$ cat config.mk
export PLATFORM = sky130hd
export DESIGN_NAME = compound_assign_unit
export DESIGN_NICKNAME = d
export VERILOG_FILES = /design/src/rtl/compound_assign_pkg.sv /design/src/rtl/compound_assign_divider.sv /design/src/rtl/compound_assign_unit.sv
export SDC_FILE = /design/constraint.sdc
export NUM_CORES = 2
export LEC_CHECK = 0
export BUFFER_PORTS_ARGS = -buffer_cell sky130_fd_sc_hd__buf_2
export CORE_MARGIN = 2
export CORE_UTILIZATION = 40
export DETAILED_ROUTE_END_ITERATION = 12
export HOLD_SLACK_MARGIN = 0.03
export PLACE_DENSITY = 0.67
export SETUP_SLACK_MARGIN = 0.2
export SLEW_MARGIN = 15
export SYNTH_ARGS = -nofsm -noshare
export SYNTH_HDL_FRONTEND = slang
export SYNTH_HIERARCHICAL = 1
export SYNTH_SLANG_ARGS = --single-unit
export TNS_END_PERCENT = 50
$ cat constraint.sdc
create_clock -name i_clk -period 22.8 [get_ports i_clk]
set_clock_uncertainty 0.2 [all_clocks]
set_input_delay 5.7 -clock i_clk [delete_from_list [all_inputs] [get_ports i_clk]]
set_output_delay 5.7 -clock i_clk [all_outputs]
set_load 0.005 [all_outputs]
$ cat src/rtl/compound_assign_pkg.sv
// compound_assign_pkg: opcode and divider state types shared by the accumulator unit
package compound_assign_pkg;
    typedef enum logic [3:0] {
        OP_ADD    = 4'd0,
        OP_SUB    = 4'd1,
        OP_MUL    = 4'd2,
        OP_DIV    = 4'd3,
        OP_MOD    = 4'd4,
        OP_AND    = 4'd5,
        OP_OR     = 4'd6,
        OP_XOR    = 4'd7,
        OP_SHL    = 4'd8,
        OP_SHR    = 4'd9,
        OP_ASL    = 4'd10,
        OP_ASR    = 4'd11,
        OP_ASSIGN = 4'd12
    } op_e;

    typedef enum logic [1:0] {DS_IDLE, DS_BUSY, DS_DONE} div_state_e;

    function automatic logic is_single_cycle(input op_e op);
        return op != OP_DIV && op != OP_MOD;
    endfunction
endpackage

$ cat src/rtl/compound_assign_divider.sv
// compound_assign_divider: iterative unsigned restoring divider, one quotient bit per cycle
module compound_assign_divider
    import compound_assign_pkg::*;
#(
    parameter int WIDTH = 32
) (
    input  logic             i_clk,
    input  logic             i_rst,
    input  logic             i_start,
    input  logic [WIDTH-1:0] i_dividend,
    input  logic [WIDTH-1:0] i_divisor,
    output logic             o_busy,
    output logic             o_done,
    output logic [WIDTH-1:0] o_quotient,
    output logic [WIDTH-1:0] o_remainder
);
    localparam int CNT_W = $clog2(WIDTH);

    div_state_e       r_state, w_next;
    logic [CNT_W-1:0] r_cnt;
    logic [WIDTH-1:0] r_quo, r_rem, r_div;
    logic [WIDTH:0]   w_shift, w_diff;

    assign w_shift = {r_rem, r_quo[WIDTH-1]};
    assign w_diff  = w_shift - {1'b0, r_div};

    always_ff @(posedge i_clk) begin
        r_state <= i_rst ? DS_IDLE : w_next;
    end

    always_comb begin
        w_next = r_state == DS_BUSY ? (r_cnt == CNT_W'(WIDTH - 1) ? DS_DONE : DS_BUSY)
                                    : (i_start ? DS_BUSY : DS_IDLE);
    end

    always_comb begin
        o_busy = r_state == DS_BUSY;
        o_done = r_state == DS_DONE;
    end

    // A negative trial difference means the divisor did not fit: keep the shifted remainder.
    always_ff @(posedge i_clk) begin
        if (i_rst) begin
            r_cnt <= '0;
            r_quo <= '0;
            r_rem <= '0;
            r_div <= '0;
        end else if (o_busy) begin
            r_cnt <= r_cnt + CNT_W'(1);
            r_rem <= w_diff[WIDTH] ? w_shift[WIDTH-1:0] : w_diff[WIDTH-1:0];
            r_quo <= {r_quo[WIDTH-2:0], ~w_diff[WIDTH]};
        end else if (i_start) begin
            r_cnt <= '0;
            r_rem <= '0;
            r_quo <= i_dividend;
            r_div <= i_divisor;
        end
    end

    assign o_quotient  = r_quo;
    assign o_remainder = r_rem;
endmodule

$ cat src/rtl/compound_assign_unit.sv
// compound_assign_unit: accumulator bank applying z op= y per accepted request
module compound_assign_unit
    import compound_assign_pkg::*;
#(
    parameter  int WIDTH   = 32,
    parameter  int NUM_ACC = 4,
    localparam int IDX_W   = $clog2(NUM_ACC)
) (
    input  logic             i_clk,
    input  logic             i_rst,
    input  logic             i_valid,
    output logic             o_ready,
    input  logic [3:0]       i_op,
    input  logic [IDX_W-1:0] i_idx,
    input  logic [WIDTH-1:0] i_operand,
    output logic             o_valid,
    output logic [IDX_W-1:0] o_idx,
    output logic [WIDTH-1:0] o_result,
    output logic             o_div_by_zero,
    output logic             o_illegal
);
    localparam logic [WIDTH-1:0] LIM = WIDTH'(WIDTH);

    logic [WIDTH-1:0] r_acc [NUM_ACC];
    logic             r_live, r_valid, r_dz, r_ill, r_div_mod;
    logic [IDX_W-1:0] r_idx, r_div_idx;
    logic [WIDTH-1:0] r_result;
    logic             w_busy, w_done, w_fire, w_start, w_dz, w_ill, w_big;
    logic [WIDTH-1:0] w_quo, w_rem, w_div_val, w_z, w_new, w_asr;
    op_e              w_op;

    assign w_op      = op_e'(i_op);
    assign o_ready   = r_live & ~w_busy;
    assign w_fire    = i_valid & o_ready;
    assign w_start   = w_fire & ~is_single_cycle(w_op) & (|i_operand);
    assign w_div_val = r_div_mod ? w_rem : w_quo;
    // A request accepted in the divider's DONE cycle must see the value being written back.
    assign w_z       = (w_done && i_idx == r_div_idx) ? w_div_val : r_acc[i_idx];
    assign w_big     = i_operand >= LIM;
    assign w_asr     = $signed(w_z) >>> i_operand;

    always_comb begin
        w_new = w_z;
        w_dz  = 1'b0;
        w_ill = 1'b0;
        case (w_op)
            OP_ADD:         w_new = w_z + i_operand;
            OP_SUB:         w_new = w_z - i_operand;
            OP_MUL:         w_new = w_z * i_operand;
            OP_DIV:         begin w_new = '1; w_dz = 1'b1; end
            OP_MOD:         w_dz = 1'b1;
            OP_AND:         w_new = w_z & i_operand;
            OP_OR:          w_new = w_z | i_operand;
            OP_XOR:         w_new = w_z ^ i_operand;
            OP_SHL, OP_ASL: w_new = w_big ? '0 : w_z << i_operand;
            OP_SHR:         w_new = w_big ? '0 : w_z >> i_operand;
            OP_ASR:         w_new = w_big ? {WIDTH{w_z[WIDTH-1]}} : w_asr;
            OP_ASSIGN:      w_new = i_operand;
            default:        w_ill = 1'b1;
        endcase
    end

    compound_assign_divider #(.WIDTH(WIDTH)) u_div (
        .i_clk       (i_clk),
        .i_rst       (i_rst),
        .i_start     (w_start),
        .i_dividend  (w_z),
        .i_divisor   (i_operand),
        .o_busy      (w_busy),
        .o_done      (w_done),
        .o_quotient  (w_quo),
        .o_remainder (w_rem)
    );

    always_ff @(posedge i_clk) begin
        if (i_rst) begin
            for (int k = 0; k < NUM_ACC; k++) r_acc[k] <= '0;
            r_live    <= 1'b0;
            r_valid   <= 1'b0;
            r_dz      <= 1'b0;
            r_ill     <= 1'b0;
            r_idx     <= '0;
            r_result  <= '0;
            r_div_idx <= '0;
            r_div_mod <= 1'b0;
        end else begin
            r_live  <= 1'b1;
            r_valid <= w_fire & ~w_start;
            r_dz    <= w_fire & ~w_start & w_dz;
            r_ill   <= w_fire & w_ill;
            if (w_done) r_acc[r_div_idx] <= w_div_val;
            if (w_fire & ~w_start) begin
                r_acc[i_idx] <= w_new;
                r_idx        <= i_idx;
                r_result     <= w_new;
            end
            if (w_start) begin
                r_div_idx <= i_idx;
                r_div_mod <= w_op == OP_MOD;
            end
        end
    end

    assign o_valid       = r_valid | w_done;
    assign o_idx         = w_done ? r_div_idx : r_idx;
    assign o_result      = w_done ? w_div_val : r_result;
    assign o_div_by_zero = r_dz;
    assign o_illegal     = r_ill;
endmodule

==> summary.md <==
| Metric | Value |
|---|---|
| Status | finished, final reports clean |
| Final TNS setup | 0 ns |
| Worst-Skew Late Latency | 0.57 ns |
| Largest family of logic cells by synthesized area | adder cells |
| Post-synth ARST share | 0% |
| F_max | around 60 MHz |
| Crit path to | r_acc[1][21] |
| Synth cell count leaders | nand2_1, nor2_1, inv_1 |
| TritonRoute pass-1 iters | 6 |
| Die footprint | between 100000 and 150000 um2 |
| DIE HEIGHT | around 320 um |
| Resize count post-CTS | 0 |
| Clock Sinks | approximately 270 |
| Hold WC Path Type | register to register |
| Reg-to-Reg End | r_acc[1][21] |
| Clk slew on worst S/H paths | approximately 0.07 ns |
| Worst rel slew slack | between 10 and 15% |
| Die Wd | 319 um |
| Core footprint | 98400 um2 |
| Rows | about 120 |
| Seq cells post-synth | 272 |
| Max Root-Sink Buffers | 3 |
| Multiplexer area fraction after synthesis | 10.2% |
| Area Growth Syn to Fin | 5.74% |
| DRC | 0 |
| Post-CTS Hold Fix Bufs | 0 |
| Yosys warns | 6 |
| CP max FO | 43 |
| Port Buffers | 78 |
| Slew @ Worst Pin | 1.27 ns |
| # nets final | around 5200 |
| H-Tree Depth | 1 |
| Kind of critical path | input pin to register |
| CTS tree | yes |
| Cts bufs inserted | 25 |
| Compound-Gate Fraction of Synth Area | 16.2% |
| Post-Syn Instances | between 4000 and 5000 |
| Worst hold stages | 2 |
| Main synth FF type | dfxtp_1 |
| Wire per inst | approximately 30 um |
| Mapped Area | 39700 um2 |
| EDFF count, synth | around 130 |
| Final Hold Viols | 0 |
| Via density | around 6.4 |
| Most common cell on crit path | fa_1 |
| CP endpoint kind | register |
| Avg Cell Area, Syn | 8.59 um2 |
| Sequential area share after synthesis | around 17% |
| Final ANT Viol Nets | 0 |
| Grt total ovfl | 0 |
| Final period util | 72.9% |
| Multi-input gate area | 29500 um2 |
| Post-Synth XOR/XNOR Area | 3.84% |
| Tmin final | approximately 17 ns |
| Area contributors post-synth | fa_1, edfxtp_1, ha_1 |
| Final Wtd Congestion | approximately 1.0 |
| Synthesized Nets | 5330 |
| Slowest-stage cell, CP | o32ai_1 |
| Path depth of the worst reg2reg path | 29 |
| Critical Path Start Type | input pin |
| Via count | 37300 |
| Initial antenna violation count | 10 |
| Post-DP Area | between 40000 and 50000 um2 |
| I/O pins | just under 80 |
| Clk root buf | clkbuf_16 |
| RSZ-0062 raised after global routing | false |
| Final WL | around 180000 um |
| Starting Density | between 40% and 50% |
| CP max stage delay | between 0.8 and 0.9 ns |
| Storage element area | ~6700 um2 |
| Netlist cell types | 119 |
| Worst setup startpoint | i_idx[1] |
| Data required, critical path | approximately 23 ns |
| Flop-to-flop setup slack | ~11 ns |
| Fin util | a little over two fifths |
| FILL cells | roughly 9800 |
| Max-slew violations | 0 |
| Share of cells above drive strength 1 | approximately a tenth |
| MaxCap Viol Count | 0 |
| Cell area after layout | between 40000 and 50000 um2 |
| Synth Area in Simple Gates | ~15% |
| Setup-failing EPs final | 0 |
| Top-count cell post-synth | nand2_1 |
| DP HPWL | 130000 um |
| Post-Synth Adder-Cell Area | between 20% and 30% |
| First-pass GRT wire length | around 250000 um |
| Reg-to-Reg Start | u_div/r_state[1] |
| Setup bufs post-CTS | 0 |
| CP Data Arrival Time | between 15 and 20 ns |
| Drt first-iter violations | just over 5000 |
| Area leader, netlist | fa_1 |
| Total track usage | around a third |
| Largest net degree at the start of global routing | between 70 and 80 |
| Vias in the first global route | 36100 |
| Share of the synthesized area in the top cell type | between 20% and 30% |
## area by class of cell
| type | instances | share of cell area (%) |
|---|---|---|
| Clock buffer | 30 | 1.66 |
| Multi-Input combinational cell | 3482 | 70.3 |
| Timing Repair Buffer | 187 | 2.89 |
| Clock inverter | 16 | 0.569 |
| Tap cell | 1287 | 3.83 |
| Sequential cell | 272 | 16.0 |
| Inverter | 527 | 4.71 |
| Antenna cell | 5 | 0.0298 |
## registers in the layout, summed over array words and instances, names as in the netlist, 5 cells and up
| name | flops |
|---|---|
| r_acc | 128 |
| r_result | 32 |
| u_div/o_quotient | 32 |
| u_div/o_remainder | 32 |
| u_div/r_cnt | 5 |
| u_div/r_div | 32 |
## layer usage
| metal | wire length (um) | global-route usage (%) | part of all wire [%] |
|---|---|---|---|
| met5 | 45 | 0 | 0.026 |
| met4 | 14700 | 21.5 | 8.3 |
| met3 | 22600 | 9.31 | 13 |
| met2 | 74000 | 50.7 | 42 |
| met1 | 64600 | 43.3 | 37 |
## kinds of logic after synthesis
logic type                 count (synthesis)
xor gates and xnor gates                 161
adders and majority gates                663
muxes                                    275
AOI/OAI and AO/OA                        974
DFF                                      272
buffers and inverters                    872
and+or+nand+nor                         1409
## cells in the final DEF, fill, tap and decap left out, drive strengths merged, types with 34 or more instances in the layout
cell and count:
nand2 557, nor2 535, inv 516, fa 410, a21oi 263, ha 253
o21ai 234, buf 187, dfxtp 144, mux2i 140, edfxtp 128, xnor2 124
mux4 94, nand3 88, o22ai 62, a211oi 58, nor3 57, a21o 43
mux2 41, a31oi 34
## critical path: cells and delay by family
family / cells / cell delay, ns
adder cells (fa/ha/maj): 9 / 3.86
AND/OR/NAND/NOR: 4 / 1.27
AO/OA/AOI/OAI: 8 / 3.06
buffers and inverters: 7 / 1.90
XOR/XNOR: 1 / 0.20
multiplexers: 1 / 0.56
## per-stage QoR
stage	std cells	setup WS, ns	hold WS, ns
after global placement	5755	6.06	0.243
after CTS	5801	6.60	0.256
after floorplan	4626	8.64	0.234
final	5806	6.17	0.256
after global routing	5801	5.98	0.274
after detailed placement	5755	6.02	0.246
## how the worst min path moves through the flow
stage                          from         endpoint  slack, ns
floorplan                  r_idx[0]         r_idx[0]       0.23
global placement     u_div/r_div[3]   u_div/r_div[3]       0.24
detailed placement  u_div/r_div[24]  u_div/r_div[24]       0.25
CTS                        r_idx[1]         r_idx[1]       0.26
global route        u_div/r_div[24]  u_div/r_div[24]       0.27
finish                 r_result[24]     r_result[24]       0.26
Power is left out: the tool's default activity adds up to more than one toggle a clock period on the data nets, which glitch-free logic cannot reach.
